==> src/rtl/mem_request_initiator_if.sv <==
// -----------------------------------------------------------------------------
// mem_request_initiator_if
//
// Purpose: groups the core command channel, the peripheral request/response
// bus and the core response channel of mem_request_initiator into one bundle.
// Signal names keep the i_/o_ prefixes as seen from the initiator.
//
// Modports:
//   slave  - used by mem_request_initiator (i_* inputs, o_* outputs)
//   master - used by the environment driving the initiator (mirror image)
//
// Shared encodings (defined once here, guarded so every file may repeat them):
//   ADDR_W / WORD_W      : 32-bit byte address and data word
//   MEM_COUNT_*          : access size NONE/BYTE/HALF/WORD
//   MEM_CODE_*           : result codes INVALID/READ/WRITE/MISALIGNED/FAULT
// -----------------------------------------------------------------------------
`ifndef MEM_REQ_INIT_DEFS_DONE
`define MEM_REQ_INIT_DEFS_DONE
`define ADDR_W             32
`define WORD_W             32
`define MEM_COUNT_W        2
`define MEM_COUNT_NONE     2'd0
`define MEM_COUNT_BYTE     2'd1
`define MEM_COUNT_HALF     2'd2
`define MEM_COUNT_WORD     2'd3
`define MEM_CODE_W         3
`define MEM_CODE_INVALID   3'd0
`define MEM_CODE_READ      3'd1
`define MEM_CODE_WRITE     3'd2
`define MEM_CODE_MISALIGNED 3'd3
`define MEM_CODE_FAULT     3'd4
`endif

interface mem_request_initiator_if;
  // Core command channel
  logic                    i_cmd_valid;
  logic                    o_cmd_ready;
  logic [`ADDR_W-1:0]      i_cmd_addr;
  logic [`MEM_COUNT_W-1:0] i_cmd_count;
  logic                    i_cmd_we;
  logic                    i_cmd_unsigned;
  logic [`WORD_W-1:0]      i_cmd_wr_data;
  // Peripheral request
  logic [`ADDR_W-1:0]      o_req_addr;
  logic [`MEM_COUNT_W-1:0] o_req_count;
  logic                    o_req_we;
  logic [`WORD_W-1:0]      o_req_wr_data;
  // Peripheral response
  logic [`WORD_W-1:0]      i_res_rd_data;
  logic [`MEM_CODE_W-1:0]  i_res_code;
  // Core response channel
  logic                    o_rsp_valid;
  logic [`WORD_W-1:0]      o_rsp_data;
  logic [`MEM_CODE_W-1:0]  o_rsp_code;
  logic                    i_rsp_ready;

  modport slave (
    input  i_cmd_valid, i_cmd_addr, i_cmd_count, i_cmd_we, i_cmd_unsigned,
           i_cmd_wr_data, i_res_rd_data, i_res_code, i_rsp_ready,
    output o_cmd_ready, o_req_addr, o_req_count, o_req_we, o_req_wr_data,
           o_rsp_valid, o_rsp_data, o_rsp_code
  );

  modport master (
    output i_cmd_valid, i_cmd_addr, i_cmd_count, i_cmd_we, i_cmd_unsigned,
           i_cmd_wr_data, i_res_rd_data, i_res_code, i_rsp_ready,
    input  o_cmd_ready, o_req_addr, o_req_count, o_req_we, o_req_wr_data,
           o_rsp_valid, o_rsp_data, o_rsp_code
  );
endinterface

==> src/rtl/mem_request_initiator.sv <==
// -----------------------------------------------------------------------------
// mem_request_initiator
//
// Purpose: accepts one load/store command from a core, checks it, issues a
// single-cycle request to a fixed-latency peripheral, samples the response
// RESP_LATENCY cycles after the request, extends load data and holds the
// result for the core until it is consumed. One command in flight at a time.
//
// Ports:
//   clk          - clock, all state changes on posedge
//   aresetn      - synchronous active-low reset
//   bus          - mem_request_initiator_if.slave (command, request,
//                  response and result signals)
//   dbg_state_o  - current FSM state (IDLE=0, REQ=1, WAIT=2, DONE=3)
//
// Handshakes: a command transfers on a cycle where i_cmd_valid and
// o_cmd_ready are both high; a result transfers on a cycle where o_rsp_valid
// and i_rsp_ready are both high. Neither valid depends on the matching ready.
// -----------------------------------------------------------------------------
`ifndef MEM_REQ_INIT_DEFS_DONE
`define MEM_REQ_INIT_DEFS_DONE
`define ADDR_W             32
`define WORD_W             32
`define MEM_COUNT_W        2
`define MEM_COUNT_NONE     2'd0
`define MEM_COUNT_BYTE     2'd1
`define MEM_COUNT_HALF     2'd2
`define MEM_COUNT_WORD     2'd3
`define MEM_CODE_W         3
`define MEM_CODE_INVALID   3'd0
`define MEM_CODE_READ      3'd1
`define MEM_CODE_WRITE     3'd2
`define MEM_CODE_MISALIGNED 3'd3
`define MEM_CODE_FAULT     3'd4
`endif

module mem_request_initiator #(
  parameter int unsigned RESP_LATENCY = 1
) (
  input  logic                    clk,
  input  logic                    aresetn,
  mem_request_initiator_if.slave  bus,
  output logic [1:0]              dbg_state_o
);

  typedef enum logic [1:0] {
    S_IDLE = 2'd0,
    S_REQ  = 2'd1,
    S_WAIT = 2'd2,
    S_DONE = 2'd3
  } state_e;

  localparam logic [3:0] LAT_LOAD = 4'(RESP_LATENCY - 1);

  state_e                  state_q;
  // Set for the one IDLE cycle after acceptance in which the latched command
  // is checked; ready stays low during it.
  logic                    chk_q;
  logic [3:0]              cnt_q;

  logic [`ADDR_W-1:0]      cmd_addr_q;
  logic [`MEM_COUNT_W-1:0] cmd_count_q;
  logic                    cmd_we_q;
  logic                    cmd_unsigned_q;
  logic [`WORD_W-1:0]      cmd_wr_data_q;

  logic [`ADDR_W-1:0]      req_addr_q;
  logic [`MEM_COUNT_W-1:0] req_count_q;
  logic                    req_we_q;
  logic [`WORD_W-1:0]      req_wr_data_q;

  logic                    rsp_valid_q;
  logic [`WORD_W-1:0]      rsp_data_q;
  logic [`MEM_CODE_W-1:0]  rsp_code_q;

  logic                    cmd_ready;
  logic                    pre_err_d;
  logic [`MEM_CODE_W-1:0]  pre_code_d;
  logic [`WORD_W-1:0]      ext_data_d;

  // Ready is gated by aresetn directly so it is low for the whole reset.
  assign cmd_ready = aresetn && (state_q == S_IDLE) && !chk_q;

  // Precheck of the latched command.
  always_comb begin
    pre_err_d  = 1'b0;
    pre_code_d = `MEM_CODE_INVALID;
    case (cmd_count_q)
      `MEM_COUNT_NONE: begin
        pre_err_d  = 1'b1;
        pre_code_d = `MEM_CODE_INVALID;
      end
      `MEM_COUNT_HALF: begin
        pre_err_d  = cmd_addr_q[0];
        pre_code_d = `MEM_CODE_MISALIGNED;
      end
      `MEM_COUNT_WORD: begin
        pre_err_d  = |cmd_addr_q[1:0];
        pre_code_d = `MEM_CODE_MISALIGNED;
      end
      default: begin
        pre_err_d  = 1'b0;
        pre_code_d = `MEM_CODE_INVALID;
      end
    endcase
  end

  // Load data extension; only a load answered with READ produces data.
  always_comb begin
    ext_data_d = '0;
    if (!cmd_we_q && (bus.i_res_code == `MEM_CODE_READ)) begin
      case (cmd_count_q)
        `MEM_COUNT_BYTE:
          ext_data_d = {{(`WORD_W-8){!cmd_unsigned_q && bus.i_res_rd_data[7]}},
                        bus.i_res_rd_data[7:0]};
        `MEM_COUNT_HALF:
          ext_data_d = {{(`WORD_W-16){!cmd_unsigned_q && bus.i_res_rd_data[15]}},
                        bus.i_res_rd_data[15:0]};
        `MEM_COUNT_WORD:
          ext_data_d = bus.i_res_rd_data;
        default:
          ext_data_d = '0;
      endcase
    end
  end

  always_ff @(posedge clk) begin
    if (!aresetn) begin
      state_q        <= S_IDLE;
      chk_q          <= 1'b0;
      cnt_q          <= '0;
      cmd_addr_q     <= '0;
      cmd_count_q    <= `MEM_COUNT_NONE;
      cmd_we_q       <= 1'b0;
      cmd_unsigned_q <= 1'b0;
      cmd_wr_data_q  <= '0;
      req_addr_q     <= '0;
      req_count_q    <= `MEM_COUNT_NONE;
      req_we_q       <= 1'b0;
      req_wr_data_q  <= '0;
      rsp_valid_q    <= 1'b0;
      rsp_data_q     <= '0;
      rsp_code_q     <= `MEM_CODE_INVALID;
    end else begin
      case (state_q)
        S_IDLE: begin
          if (chk_q) begin
            chk_q <= 1'b0;
            if (pre_err_d) begin
              // Rejected commands never reach the peripheral.
              state_q     <= S_DONE;
              rsp_valid_q <= 1'b1;
              rsp_data_q  <= '0;
              rsp_code_q  <= pre_code_d;
            end else begin
              state_q       <= S_REQ;
              req_addr_q    <= cmd_addr_q;
              req_count_q   <= cmd_count_q;
              req_we_q      <= cmd_we_q;
              req_wr_data_q <= cmd_wr_data_q;
            end
          end else if (bus.i_cmd_valid && cmd_ready) begin
            chk_q          <= 1'b1;
            cmd_addr_q     <= bus.i_cmd_addr;
            cmd_count_q    <= bus.i_cmd_count;
            cmd_we_q       <= bus.i_cmd_we;
            cmd_unsigned_q <= bus.i_cmd_unsigned;
            cmd_wr_data_q  <= bus.i_cmd_wr_data;
          end
        end
        S_REQ: begin
          // Request is visible for exactly this one cycle.
          state_q       <= S_WAIT;
          req_addr_q    <= '0;
          req_count_q   <= `MEM_COUNT_NONE;
          req_we_q      <= 1'b0;
          req_wr_data_q <= '0;
          cnt_q         <= LAT_LOAD;
        end
        S_WAIT: begin
          // cnt_q reaches 0 on the cycle RESP_LATENCY cycles after REQ.
          if (cnt_q == 4'd0) begin
            state_q     <= S_DONE;
            rsp_valid_q <= 1'b1;
            rsp_data_q  <= ext_data_d;
            rsp_code_q  <= bus.i_res_code;
          end else begin
            cnt_q <= cnt_q - 4'd1;
          end
        end
        S_DONE: begin
          if (bus.i_rsp_ready) begin
            state_q     <= S_IDLE;
            rsp_valid_q <= 1'b0;
          end
        end
        default: state_q <= S_IDLE;
      endcase
    end
  end

  assign bus.o_cmd_ready   = cmd_ready;
  assign bus.o_req_addr    = req_addr_q;
  assign bus.o_req_count   = req_count_q;
  assign bus.o_req_we      = req_we_q;
  assign bus.o_req_wr_data = req_wr_data_q;
  assign bus.o_rsp_valid   = rsp_valid_q;
  assign bus.o_rsp_data    = rsp_data_q;
  assign bus.o_rsp_code    = rsp_code_q;
  assign dbg_state_o       = state_q;

endmodule

==> src/flat_wrapper.sv <==
// flat-port wrapper written by rule: the top's interface ports become plain ports
module mem_request_initiator_flat 
#(
  parameter int unsigned RESP_LATENCY = 1
)
  (clk, aresetn, dbg_state_o, bus_i_cmd_valid, bus_i_cmd_addr, bus_i_cmd_count, bus_i_cmd_we, bus_i_cmd_unsigned, bus_i_cmd_wr_data, bus_i_res_rd_data, bus_i_res_code, bus_i_rsp_ready, bus_o_cmd_ready, bus_o_req_addr, bus_o_req_count, bus_o_req_we, bus_o_req_wr_data, bus_o_rsp_valid, bus_o_rsp_data, bus_o_rsp_code);
  mem_request_initiator_if bus_i ();
  input  logic clk;
  input  logic aresetn;
  output logic [1:0] dbg_state_o;
  input wire logic [$bits(bus_i.i_cmd_valid)-1:0] bus_i_cmd_valid;
  input wire logic [$bits(bus_i.i_cmd_addr)-1:0] bus_i_cmd_addr;
  input wire logic [$bits(bus_i.i_cmd_count)-1:0] bus_i_cmd_count;
  input wire logic [$bits(bus_i.i_cmd_we)-1:0] bus_i_cmd_we;
  input wire logic [$bits(bus_i.i_cmd_unsigned)-1:0] bus_i_cmd_unsigned;
  input wire logic [$bits(bus_i.i_cmd_wr_data)-1:0] bus_i_cmd_wr_data;
  input wire logic [$bits(bus_i.i_res_rd_data)-1:0] bus_i_res_rd_data;
  input wire logic [$bits(bus_i.i_res_code)-1:0] bus_i_res_code;
  input wire logic [$bits(bus_i.i_rsp_ready)-1:0] bus_i_rsp_ready;
  output wire logic [$bits(bus_i.o_cmd_ready)-1:0] bus_o_cmd_ready;
  output wire logic [$bits(bus_i.o_req_addr)-1:0] bus_o_req_addr;
  output wire logic [$bits(bus_i.o_req_count)-1:0] bus_o_req_count;
  output wire logic [$bits(bus_i.o_req_we)-1:0] bus_o_req_we;
  output wire logic [$bits(bus_i.o_req_wr_data)-1:0] bus_o_req_wr_data;
  output wire logic [$bits(bus_i.o_rsp_valid)-1:0] bus_o_rsp_valid;
  output wire logic [$bits(bus_i.o_rsp_data)-1:0] bus_o_rsp_data;
  output wire logic [$bits(bus_i.o_rsp_code)-1:0] bus_o_rsp_code;
  assign bus_i.i_cmd_valid = bus_i_cmd_valid;
  assign bus_i.i_cmd_addr = bus_i_cmd_addr;
  assign bus_i.i_cmd_count = bus_i_cmd_count;
  assign bus_i.i_cmd_we = bus_i_cmd_we;
  assign bus_i.i_cmd_unsigned = bus_i_cmd_unsigned;
  assign bus_i.i_cmd_wr_data = bus_i_cmd_wr_data;
  assign bus_i.i_res_rd_data = bus_i_res_rd_data;
  assign bus_i.i_res_code = bus_i_res_code;
  assign bus_i.i_rsp_ready = bus_i_rsp_ready;
  assign bus_o_cmd_ready = bus_i.o_cmd_ready;
  assign bus_o_req_addr = bus_i.o_req_addr;
  assign bus_o_req_count = bus_i.o_req_count;
  assign bus_o_req_we = bus_i.o_req_we;
  assign bus_o_req_wr_data = bus_i.o_req_wr_data;
  assign bus_o_rsp_valid = bus_i.o_rsp_valid;
  assign bus_o_rsp_data = bus_i.o_rsp_data;
  assign bus_o_rsp_code = bus_i.o_rsp_code;
  mem_request_initiator #(.RESP_LATENCY(RESP_LATENCY)) u_core (.clk(clk), .aresetn(aresetn), .bus(bus_i), .dbg_state_o(dbg_state_o));
endmodule
==> config.mk <==
export PLATFORM = sky130hd
export DESIGN_NAME = mem_request_initiator_flat
export DESIGN_NICKNAME = d
export VERILOG_FILES = /design/src/rtl/mem_request_initiator_if.sv /design/src/rtl/mem_request_initiator.sv /design/src/flat_wrapper.sv
export SDC_FILE = /design/constraint.sdc
export NUM_CORES = 1
export LEC_CHECK = 0
export BUFFER_PORTS_ARGS = -buffer_cell sky130_fd_sc_hd__clkbuf_2
export CAP_MARGIN = 0
export CORE_UTILIZATION = 55
export DETAILED_ROUTE_END_ITERATION = 16
export PLACE_DENSITY = 0.86
export SLEW_MARGIN = 5
export SYNTH_ARGS = -nofsm -noshare
export SYNTH_HDL_FRONTEND = slang
export SYNTH_SLANG_ARGS = --single-unit
export TNS_END_PERCENT = 20
==> constraint.sdc <==
create_clock -name clk -period 3.3 [get_ports clk]
set_clock_uncertainty 0.2 [all_clocks]
set_input_delay 0.495 -clock clk [delete_from_list [all_inputs] [get_ports clk]]
set_output_delay 0.495 -clock clk [all_outputs]
set_load 0.05 [all_outputs]
* Word-level counts from Yosys, hierarchy flattened
Cells that the tools add are included.
Storage, ports and cells: register bits after elaboration 178, input port bits 107, output and inout port bits 106, word-level logic and storage cells 92
Operators by class: add/sub/neg operators 1, equality and inequality tests 13, multiplexer cells 38, bitwise operators 1, reductions and logical operators 24
Operators by type and width (count):
- 32-bit 2-to-1 mux | 8
- 32-bit case mux with 2 select lines | 3
- 32-bit case mux with 3 select lines | 1
- 2-bit 2-to-1 mux | 7
- 3-bit 2-to-1 mux | 3
- 3-bit AND reduction | 3
- 2-bit equality test (second input constant) | 4
- 1-bit 2-to-1 mux | 8
- 2-bit case mux with 4 select lines | 1
- 4-bit case mux with 2 select lines | 1
- 1-bit logical AND | 6
- 2-bit by 1-bit != test with 1-bit output (second input constant) | 3
- 2-bit != test (second input constant) | 3
- 1-bit case mux with 3 select lines | 2
- 3-bit case mux with 2 select lines | 1
- 2-bit nonzero test | 3
- 5-bit AND reduction | 1
- 2-bit by 1-bit equality test with 1-bit output (second input constant) | 2
- 2-bit zero test | 2
- 4-bit zero test | 1
- 4-bit 2-to-1 mux | 1
- 2-bit case mux with 2 select lines | 1
- 4-bit AND reduction | 1
- 2-bit OR reduction | 2
- 7 further kinds | 9

* Logic depth before layout (Yosys ltp)
depth after elaboration 6, gate-level depth with buffers 10

* Worst setup path before layout
No wires, ideal clock.
kind register to register, start point register u_core.state_q[0] (netlist: u_core.dbg_state_o[0]), end point register u_core.req_addr_q[0] (netlist: u_core.bus.o_req_addr[0]), setup time 0.117 ns, arrival time 2.112 ns, required time 2.983 ns, slack 0.871 ns, cell stages (with the launch flop) 10, path buffers 4, clock period less this slack 2.429 ns, cell sequence dfxtp_1 inv_1 ha_1 buf_2 nand2b_1 and3_1 clkbuf_1 buf_2 buf_2 a32o_1
On the way: longest elaborated chain between the ends 3, elaborated cells between the ends (all ways) 7
Ends and longest elaborated chain:
- from (decl) | RTL line mem_request_initiator.sv:55 | state_e state_q;
- from (signal assigned) | RTL line mem_request_initiator.sv:129 | state_q <= S_IDLE;
- from (signal assigned) | RTL line mem_request_initiator.sv:151 | state_q <= S_DONE;
- from (signal assigned) | RTL line mem_request_initiator.sv:156 | state_q <= S_REQ;
- 2-bit zero test or 2-bit by 1-bit equality test with 1-bit output (tied branches) | RTL line mem_request_initiator.sv:145 | case (state_q)
- 2-bit != test (no line) (tied with other cells)
- 3-bit AND reduction (no line)
- to (signal assigned) | RTL line mem_request_initiator.sv:157 | req_addr_q <= cmd_addr_q;
- to (decl) | RTL line mem_request_initiator.sv:67 | logic [`ADDR_W-1:0] req_addr_q;
Parallel ways exist; a longest one is shown, timed or not. A chain may end at the register's enable or synchronous reset.

* Final worst setup path
start point register u_core.state_q[0] (netlist: u_core.dbg_state_o[0]), end point output port bus_o_cmd_ready
On the way: longest elaborated chain between the ends 3
Ends and longest elaborated chain:
- 2-bit zero test | RTL line mem_request_initiator.sv:82 | assign cmd_ready = aresetn && (state_q == S_IDLE) && !chk_q;
- 1-bit logical AND (2 in series) | RTL line mem_request_initiator.sv:82
- to (decl) | RTL line flat_wrapper.sv:20 | output wire logic [$bits(bus_i.o_cmd_ready)-1:0] bus_o_cmd_ready;
No other way between the ends.

==> impl_results.md <==
- Clk sinks: between 150 and 200
- Combinational share of power: 0.210
- Data required, critical path: 2.60 ns
- Synth top cells by count: nand2_1, dfxtp_1, o21ai_0
- CTS tree: yes
- IO Pins: 213
- Fraction of registers with async set/reset: 0
- Main area contributors after synthesis: dfxtp_1, nand2_1, a32o_1
- Switching Fraction: 0.3141
- Flop pwr share: 0.446
- Rel. slew slack: 0.4882
- Final min period: between 2 and 3 ns
- Peak VDD IR: 515.5 uV
- Syn Inst Count: between 700 and 800
- Fin. Hold Viols: 0
- Layout Cells excl Fill: around 1100
- Register Area: between 0.003 and 0.004 mm^2
- DP Wirelength: between 10000 and 15000 um
- Die area: between 0.01 and 0.015 mm^2
- Setup TNS: 0 ns
- Area leader, netlist: dfxtp_1
- Slowest stage cell, crit path: dfxtp_1
- CTS resizes: 0
- Top-count cell post-synth: nand2_1
- Least-Margin Pin Slew: between 0.7 and 0.8 ns
- Initial Util: 0.5758
- Layout area overhead: 24.07%
- Multi-input gate area: between 0.002 and 0.003 mm^2
- RSZ-0062 raised after global routing: false
- Placer Congestion: 0.8419
- Ys flop type: dfxtp_1
- CP max stage delay: about 0.37 ns
- Worst-path clk slew: 0.07 ns
- Crit Path Category: flop to output port
- Syn Area/Cell: about 9.3 um^2
- Synth Register Bits: 178
- Net Switching: between 0.0015 and 0.002 W
- Clk root buf: clkbuf_16
- First-pass GRT wire length: approximately 25000 um
- Leakage power: 3.712 nW
- Worst r2r path cells: 7
- Final worst-path cycle share: 0.8303
- Power Internal: between 0.003 and 0.004 W
- GRT Overall Usage: 0.2471
- Postcts setup bufs: 0
- Vias in the first global route: just over 5000
- CP max FO: 10
- Fillcell total: 881
- Gr ovfl total: 0
- PD cells: between 600 and 700 mW/mm^2
- Type of the most critical hold path: input pin to flop
- Worst skew pair latency: about 0.42 ns
- Largest net degree at the start of global routing: 79
- Ant. Diodes: 0
- Critical path endpoint category: output port
- Setup violations, final: 0
- Drt first pass iters: 5
- CTS max path bufs: 2
- Die width: 112.5 um
- Share of the synthesized area in the top cell type: 0.5307
- Fmax achieved: around 360 MHz
- Vias/cell: approximately 5.5
- DR WL/cell: ~15 um
- Critical path, cell by cell: inv_1, ha_1, nor2b_1, and2_1, clkbuf_2
- IO buf count: about 210
- Synthesis warning total: 0
- Max_cap viols: 0
- Crit start category: flop
- Syn Std Cell Area: approximately 0.0067 mm^2
- Hold buffer count at CTS: 0
- Worst hold path stage count: 3
- Height of the die: ~110 um
- Vias: 5775
- Post-synth EDFFs: 0
- DRC: 0
- H-Tree Depth: 4
- Post-route ant nets: 0
- Initial antenna violation count: 1
- Layout cells sized above 1: 0.2912
- Post-synthesis sequential area ratio: 0.5307
- Unique masters post-synth: 48
- Max-slew violations: 0
- WL final: around 16000 um
- Placed Instances: 1021
- Row count: 39
- CTS Buf Count: 17
- Syn_nets: roughly 830
- Drt initial violations: between 400 and 500
- Crit path DAT: 2.04 ns
- Status: complete, no violations
- # nets final: between 1000 and 1500
- Util after Layout: 0.7144
- Core Region: around 0.012 mm^2
- Power share of the clock group: 0.344
## placed cells by master, fill, tap and decap left out, types with 10 or more instances in the layout
cell type / n
a32o_1: 67
and3_1: 16
buf_4: 12
clkbuf_16: 17
clkbuf_2: 211
dfxtp_1: 178
mux2i_1: 34
nand2_1: 194
nor2_1: 10
o21ai_0: 81
## kinds of logic (layout without fill, tap and decap cells)
family,count (synthesis),in the layout,share of synthesized area
compound gates,180,180,0.1955
fa+ha+maj,7,7,0.01304
buf+inv,75,266,0.05478
flops,178,178,0.5307
mux,34,34,0.05068
simple gates,245,245,0.1554
## layer usage
metal  GRT usage  vias up  wire length (um)  part of all wire
met5           0        -                13           0.00083
met4      0.1031        2               299             0.019
met3     0.08477       22              1098             0.070
met2      0.4054      190              7348              0.47
met1      0.2966     2679              6911              0.44
li1            -     2882                 -                 -
## power by group through the flow
stage / clock [W] / sequential [W] / combinational (W)
after floorplan: 0 / 0.00259 / 0.000909
after global placement: 0 / 0.00251 / 0.00116
after detailed placement: 0 / 0.00252 / 0.00117
after CTS: 0.00194 / 0.00248 / 0.00118
after global routing: 0.00205 / 0.00250 / 0.00128
final: 0.00191 / 0.00248 / 0.00117
## cell type report
type,count,share of cell area
timing repair buffer,225,0.1424
clock inverter,12,0.01367
inverter,9,0.004055
clock buffer,20,0.05481
tap,143,0.02147
multi-input combinational,466,0.3359
sequential,178,0.4277
## stage by stage
stage	power, W	cell area, um^2	setup WS, ns	hold WS, ns
global placement	0.003669	7761	0.7611	0.2437
finish	0.005564	8332	0.5601	0.06122
detailed placement	0.003692	7761	0.7032	0.2509
floorplan	0.003498	6715	0.8708	0.2363
global route	0.005831	8332	0.4469	0.05358
CTS	0.005595	8332	0.5746	0.05194
## registers in the layout, indices dropped and copies added (netlist names)
register                  count
u_core.bus.o_req_addr        32
u_core.bus.o_req_count        2
u_core.bus.o_req_we           1
u_core.bus.o_req_wr_data     32
u_core.bus.o_rsp_code         3
u_core.bus.o_rsp_data        32
u_core.bus.o_rsp_valid        1
u_core.chk_q                  1
u_core.cmd_addr_q            32
u_core.cmd_count_q            2
u_core.cmd_unsigned_q         1
u_core.cmd_we_q               1
u_core.cmd_wr_data_q         32
u_core.cnt_q                  4
u_core.dbg_state_o            2
## worst paths after layout
| check | start | endpoint | slack (ns) |
|---|---|---|---|
| hold / removal | bus_i_cmd_wr_data[24] | u_core.cmd_wr_data_q[24] | 0.06 |
| hold reg to reg | u_core.bus.o_rsp_data[15] | u_core.bus.o_rsp_data[15] | 0.26 |
| setup / recovery | u_core.dbg_state_o[0] | bus_o_cmd_ready | 0.56 |
| setup reg to reg | u_core.dbg_state_o[0] | u_core.bus.o_req_addr[9] | 0.63 |
## worst max-delay path: cells and delay by family (launching register included)
family                   cells  cell delay (ns)
adder cells (fa/ha/maj)      1             0.35
buffers and inverters        2             0.41
flip-flops                   1             0.37
AND/OR/NAND/NOR              2             0.50
No activity file was read; power rests on OpenSTA's default activity.
